==> src/rtl/adder_result_fifo.sv <==
`default_nettype none
// =============================================================================
// Module      : adder_result_fifo
// Description : First-word-fall-through buffer for the pipelined adder output,
//               with sticky overflow status and a saturating drop counter.
//               Optional statistics ports enabled by RESULT_FIFO_STATS_EN.
// Revision    : 1.0 - initial release
// =============================================================================
module adder_result_fifo #(
   parameter int DEPTH     = 8,
   parameter int DATA_W    = 32,
   parameter int AFULL_LVL = 6,
   parameter int DROP_W    = 8
) (
   input  logic                       clk,
   input  logic                       rst_n,
   input  logic                       in_valid,
   input  logic [DATA_W-1:0]          in_result,
   input  logic                       in_carry,
   input  logic                       in_overflow,
   output logic                       out_valid,
   input  logic                       out_ready,
   output logic [DATA_W-1:0]          out_result,
   output logic                       out_carry,
   output logic                       out_overflow,
   output logic [$clog2(DEPTH+1)-1:0] fill_level,
   output logic                       full,
   output logic                       empty,
   output logic                       almost_full,
   output logic                       sticky_ovf,
   output logic [DROP_W-1:0]          drop_count,
   input  logic                       clear_status
`ifdef RESULT_FIFO_STATS_EN
   ,
   output logic [15:0]                pop_count,
   output logic [$clog2(DEPTH+1)-1:0] peak_level
`endif
);

   localparam int PTR_W = (DEPTH > 1) ? $clog2(DEPTH) : 1;
   localparam int CNT_W = $clog2(DEPTH+1);
   localparam logic [CNT_W-1:0] c_DEPTH = CNT_W'(DEPTH);
   localparam logic [CNT_W-1:0] c_AFULL = CNT_W'(AFULL_LVL);

   logic [DATA_W-1:0] r_mem_data  [DEPTH];
   logic              r_mem_carry [DEPTH];
   logic              r_mem_ovf   [DEPTH];

   logic [PTR_W-1:0]  r_wr_ptr;
   logic [PTR_W-1:0]  r_rd_ptr;
   logic [CNT_W-1:0]  r_fill;
   logic [CNT_W-1:0]  w_fill_next;
   logic              r_sticky;
   logic [DROP_W-1:0] r_drop;

   logic w_full;
   logic w_empty;
   logic w_pop;
   logic w_push;
   logic w_drop;

   assign w_full  = (r_fill == c_DEPTH);
   assign w_empty = (r_fill == '0);
   assign w_pop   = !w_empty && out_ready;
   // A full FIFO can still take a beat when the head leaves in the same cycle.
   assign w_push  = in_valid && (!w_full || w_pop);
   assign w_drop  = in_valid && w_full && !w_pop;

   always_comb begin
      w_fill_next = r_fill;
      case ({w_push, w_pop})
         2'b10:   w_fill_next = r_fill + CNT_W'(1);
         2'b01:   w_fill_next = r_fill - CNT_W'(1);
         default: w_fill_next = r_fill;
      endcase
   end

   always_ff @(posedge clk) begin
      if (w_push) begin
         r_mem_data[r_wr_ptr]  <= in_result;
         r_mem_carry[r_wr_ptr] <= in_carry;
         r_mem_ovf[r_wr_ptr]   <= in_overflow;
      end
   end

   always_ff @(posedge clk) begin
      if (!rst_n) begin
         r_wr_ptr <= '0;
         r_rd_ptr <= '0;
         r_fill   <= '0;
      end else begin
         if (w_push) r_wr_ptr <= r_wr_ptr + PTR_W'(1);
         if (w_pop)  r_rd_ptr <= r_rd_ptr + PTR_W'(1);
         r_fill <= w_fill_next;
      end
   end

   // clear_status takes priority over a same-cycle set or increment.
   always_ff @(posedge clk) begin
      if (!rst_n) begin
         r_sticky <= 1'b0;
         r_drop   <= '0;
      end else if (clear_status) begin
         r_sticky <= 1'b0;
         r_drop   <= '0;
      end else begin
         if (w_push && in_overflow) r_sticky <= 1'b1;
         if (w_drop && (r_drop != {DROP_W{1'b1}})) r_drop <= r_drop + DROP_W'(1);
      end
   end

`ifdef RESULT_FIFO_STATS_EN
   logic [15:0]      r_pop_count;
   logic [CNT_W-1:0] r_peak;

   always_ff @(posedge clk) begin
      if (!rst_n) begin
         r_pop_count <= '0;
         r_peak      <= '0;
      end else if (clear_status) begin
         r_pop_count <= '0;
         r_peak      <= w_fill_next;
      end else begin
         if (w_pop) r_pop_count <= r_pop_count + 16'd1;
         if (w_fill_next > r_peak) r_peak <= w_fill_next;
      end
   end

   assign pop_count  = r_pop_count;
   assign peak_level = r_peak;
`endif

   assign out_valid    = !w_empty;
   assign out_result   = w_empty ? '0   : r_mem_data[r_rd_ptr];
   assign out_carry    = w_empty ? 1'b0 : r_mem_carry[r_rd_ptr];
   assign out_overflow = w_empty ? 1'b0 : r_mem_ovf[r_rd_ptr];
   assign fill_level   = r_fill;
   assign full         = w_full;
   assign empty        = w_empty;
   assign almost_full  = (r_fill >= c_AFULL);
   assign sticky_ovf   = r_sticky;
   assign drop_count   = r_drop;

endmodule
`default_nettype wire

==> config.mk <==
export PLATFORM = sky130hd
export DESIGN_NAME = adder_result_fifo
export DESIGN_NICKNAME = d
export VERILOG_FILES = /design/src/rtl/adder_result_fifo.sv
export SDC_FILE = /design/constraint.sdc
export NUM_CORES = 1
export LEC_CHECK = 0
export CAP_MARGIN = 10
export CORE_AREA = 5 5 176 178
export DETAILED_ROUTE_END_ITERATION = 8
export DIE_AREA = 0 0 181 183
export PLACE_DENSITY_LB_ADDON = 0.25
export SYNTH_ARGS = -nofsm -noshare
export SYNTH_HDL_FRONTEND = slang
export SYNTH_SLANG_ARGS = --single-unit
==> constraint.sdc <==
create_clock -name clk -period 8.5 [get_ports clk]
set_input_delay 1.275 -clock clk [delete_from_list [all_inputs] [get_ports clk]]
set_output_delay 1.275 -clock clk [all_outputs]
set_load 0.02 [all_outputs]
==> flow_summary_export.csv <==
group,metric,value,unit
logic_synthesis,synth_flop_cell,"edfxtp_1",
final_layout,nNetsFinal,708,
logic_synthesis,syn_avg_cell_area,20.4,um2
clock_tree,cts_hold_buf,0,
logic_synthesis,synth-edff-count,272,
final_layout,fillCellCount,2415,
drt,drt-pass1-iter-count,4,
drt,antenna_left,0,
die,rows,63,
logic_synthesis,netlist_area,11400,um2
drt,post-route-drc-count,0,
global_route,antenna_found_initial,3,
sta,rsz0062_at_grt,"false",
clock_tree,cts_sinks,294,
sta,hold_viol,0,
sta,clock_skew,0.00992,ns
critical_path,critPathKind,"register to primary output",
logic_synthesis,ys_types,47,
logic_synthesis,async_flop_share,0,%
logic_synthesis,postSynthCellCount,561,
global_route,grt_pass1_vias,5933,
min_path,hp-class,"register to register",
final_layout,drive_gt1_share,20.7,%
clock_tree,clock_latency,0.53,ns
clock_tree,cts_root_buf,"clkbuf_16",
status,status,"completed",
critical_path,cp-end-kind,"primary output",
sta,finalSetupViolations,0,
clock_tree,htree_levels,1,
clock_tree,cts_max_path_buffers,3,
clock_tree,cts_buffers,30,
drt,vias_per_cell,5.21,
sta,finalCriticalPeriod,4.78,ns
global_route,overflow,0,
final_layout,area_delta_synth_final,21.0,%
power,pwr_density_cell,293,nW/um2
critical_path,cp_max_fo,35,
sta,fin_tns_setup,0,ns
sta,worst_pin_slew,1.06,ns
die,ios,90,
drt,wl_per_cell,21.5,um
die,core-area,29200,um2
clock_tree,cts_tree,"yes",
sta,slew_viol_final,0,
clock_tree,clk_pin_slew,0.06,ns
flow_run,maxCapViolCount,0,
die,initial_core_util,39.1,%
logic_synthesis,post-synth-top-area-cell,"edfxtp_1",
critical_path,cp.required,7.22,ns
die,dieArea,33100,um2
sta,min_period_over_period,56.2,%
logic_synthesis,ys_top_cells_by_area,"edfxtp_1, mux4_2, dfxtp_1",
power,power.leakage,4.26,nW
global_route,grt_pass1_wl,35.5,mm
logic_synthesis,synth_top_cell_area_share,71.4,%
die,dieWidth,181,um
critical_path,worst_setup_path_start_kind,"register",
power,power,4.05,mW
sta,fmax,209,MHz
clock_tree,cts_resized,0,
critical_path,arrival,3.50,ns
placement,hpwl,12.5,mm
die,fp.dieH,183,um
drt,vias,5602,
drt,drtIter0Drc,405,
drt,finalWirelength,23.1,mm
logic_synthesis,ys_ff_latch,294,
placement,gp_congestion,0.735,
sta,slew_headroom,29.4,%
clock_tree,postCtsSetupBuffers,0,
logic_synthesis,yosysWarnings,0,
logic_synthesis,ys_seq_area_share,75.3,%
global_route,grt.total_usage,13.7,%
placement,io_buffers,89,
logic_synthesis,syn-num-nets,606,
power,peakVddDrop,0.183,mV
global_route,grt_start_max_net_pins,69,
==> cell usage in the layout, fill, tap and decap left out, types with 2 or more instances in the layout <==
master,count
nand3_1,5
dfxtp_1,19
mux4_2,68
nor2b_1,3
nor2_4,3
dfxtp_4,2
mux2i_1,37
clkinv_1,5
edfxtp_1,272
a21oi_1,9
nand2b_1,4
xnor2_1,4
clkdlybuf4s50_1,89
or3_1,3
nor3_2,4
clkbuf_16,31
clkinv_2,8
o31ai_1,4
ha_1,6
nor2_1,35
clkbuf_1,2
buf_4,10
or4_1,4
and2_1,8
xor2_1,3
bufinv_16,5
clkinvlp_4,3
and3_1,3
inv_2,2
nand4_1,2
nand2_1,6
o21ai_0,4
==> per-stage QoR <==
step / utilization (%) / worst slack, ns / hold slack [ns] / std cells / cell area, um2
2_1_floorplan: - / 3.19 / 0.496 / 561 / 11400
3_3_place_gp: 43.8 / 4.15 / 0.464 / 1021 / 12800
3_5_place_dp: 43.8 / 4.13 / 0.472 / 1021 / 12800
4_1_cts: 47.3 / 3.56 / 0.505 / 1075 / 13800
5_1_grt: 47.3 / 3.37 / 0.541 / 1075 / 13800
6_report: 47.3 / 3.72 / 0.500 / 1076 / 13800
==> final cells by class <==
cell class	instances	area, um2	share of cell area (%)
Clock buffer	33	783	5.66
Sequential cell	294	8620	62.3
Tap cell	390	488	3.53
Antenna cell	1	2.50	0.0181
Inverter	4	20.0	0.145
Multi-Input combinational cell	234	2730	19.7
Clock inverter	21	231	1.67
Timing Repair Buffer	99	966	6.98
==> per-layer routing <==
metal	GRT usage [%]	vias up	part of all wire, %
met5	0	-	0.18
met4	2.76	6	1.3
met3	3.33	31	5.8
met2	22.7	140	48
met1	18.8	2934	44
li1	-	2491	-
==> worst max-delay path, stage by stage (launching register included) <==
cell and delay (ns):
dfxtp_4 0.81, buf_4 0.68, mux4_2 0.60, mux2i_1 0.17, nor2_1 0.09, clkdlybuf4s50_1 0.59
==> cells in the mapped netlist (2+ instances only) <==
| cell | number |
|---|---|
| dfxtp_1 | 22 |
| nor2_1 | 38 |
| buf_2 | 6 |
| nand2_1 | 6 |
| buf_1 | 8 |
| nor3_1 | 5 |
| mux2i_1 | 37 |
| and2_1 | 8 |
| nand3_1 | 5 |
| nand2b_1 | 4 |
| a21oi_1 | 9 |
| ha_1 | 6 |
| edfxtp_1 | 272 |
| or4_1 | 4 |
| buf_6 | 2 |
| o21ai_0 | 4 |
| mux4_2 | 68 |
| clkbuf_1 | 13 |
| xor2_1 | 3 |
| or3_1 | 3 |
| o31ai_1 | 4 |
| and3_1 | 3 |
| xnor2_1 | 4 |
| nor2b_1 | 3 |
| nand4_1 | 2 |
==> path summary, 6_finish.rpt <==
check,startpoint,end,slack (ns),cells past startpoint
min reg2reg,sticky_ovf$_SDFFE_PP0P_,sticky_ovf$_SDFFE_PP0P_,0.50,2
max reg2reg,fill_level[1]$_SDFFE_PN0P_,fill_level[2]$_SDFFE_PN0P_,5.62,10
max,register,out_result[21],3.72,5
min,sticky_ovf$_SDFFE_PP0P_,sticky_ovf$_SDFFE_PP0P_,0.50,2
==> where the power goes <==
part | switching [mW] | internal (mW)
logic | 0.506 | 0.483
registers | 0.0890 | 1.65
clock network | 0.517 | 0.811
==> kinds of logic (layout without fill, tap and decap cells) <==
logic type	after synthesis	count (layout)	synth area share, %
compound gates	27	27	1.53
xor+xnor	7	7	0.536
fa+ha+maj	6	6	0.656
buf+inv	33	157	1.32
flops	294	294	75.3
mux	105	105	16.6
other cells	0	1	0
simple gates	89	89	4.05
==> sequential cells by signal, indices dropped and copies added (netlist names), named ones only <==
name,flops
drop_count,8
fill_level,4
r_mem_carry,8
r_mem_data,256
r_mem_ovf,8
r_rd_ptr,3
r_wr_ptr,3
sticky_ovf,1
(Power assumes the default switching activity.)
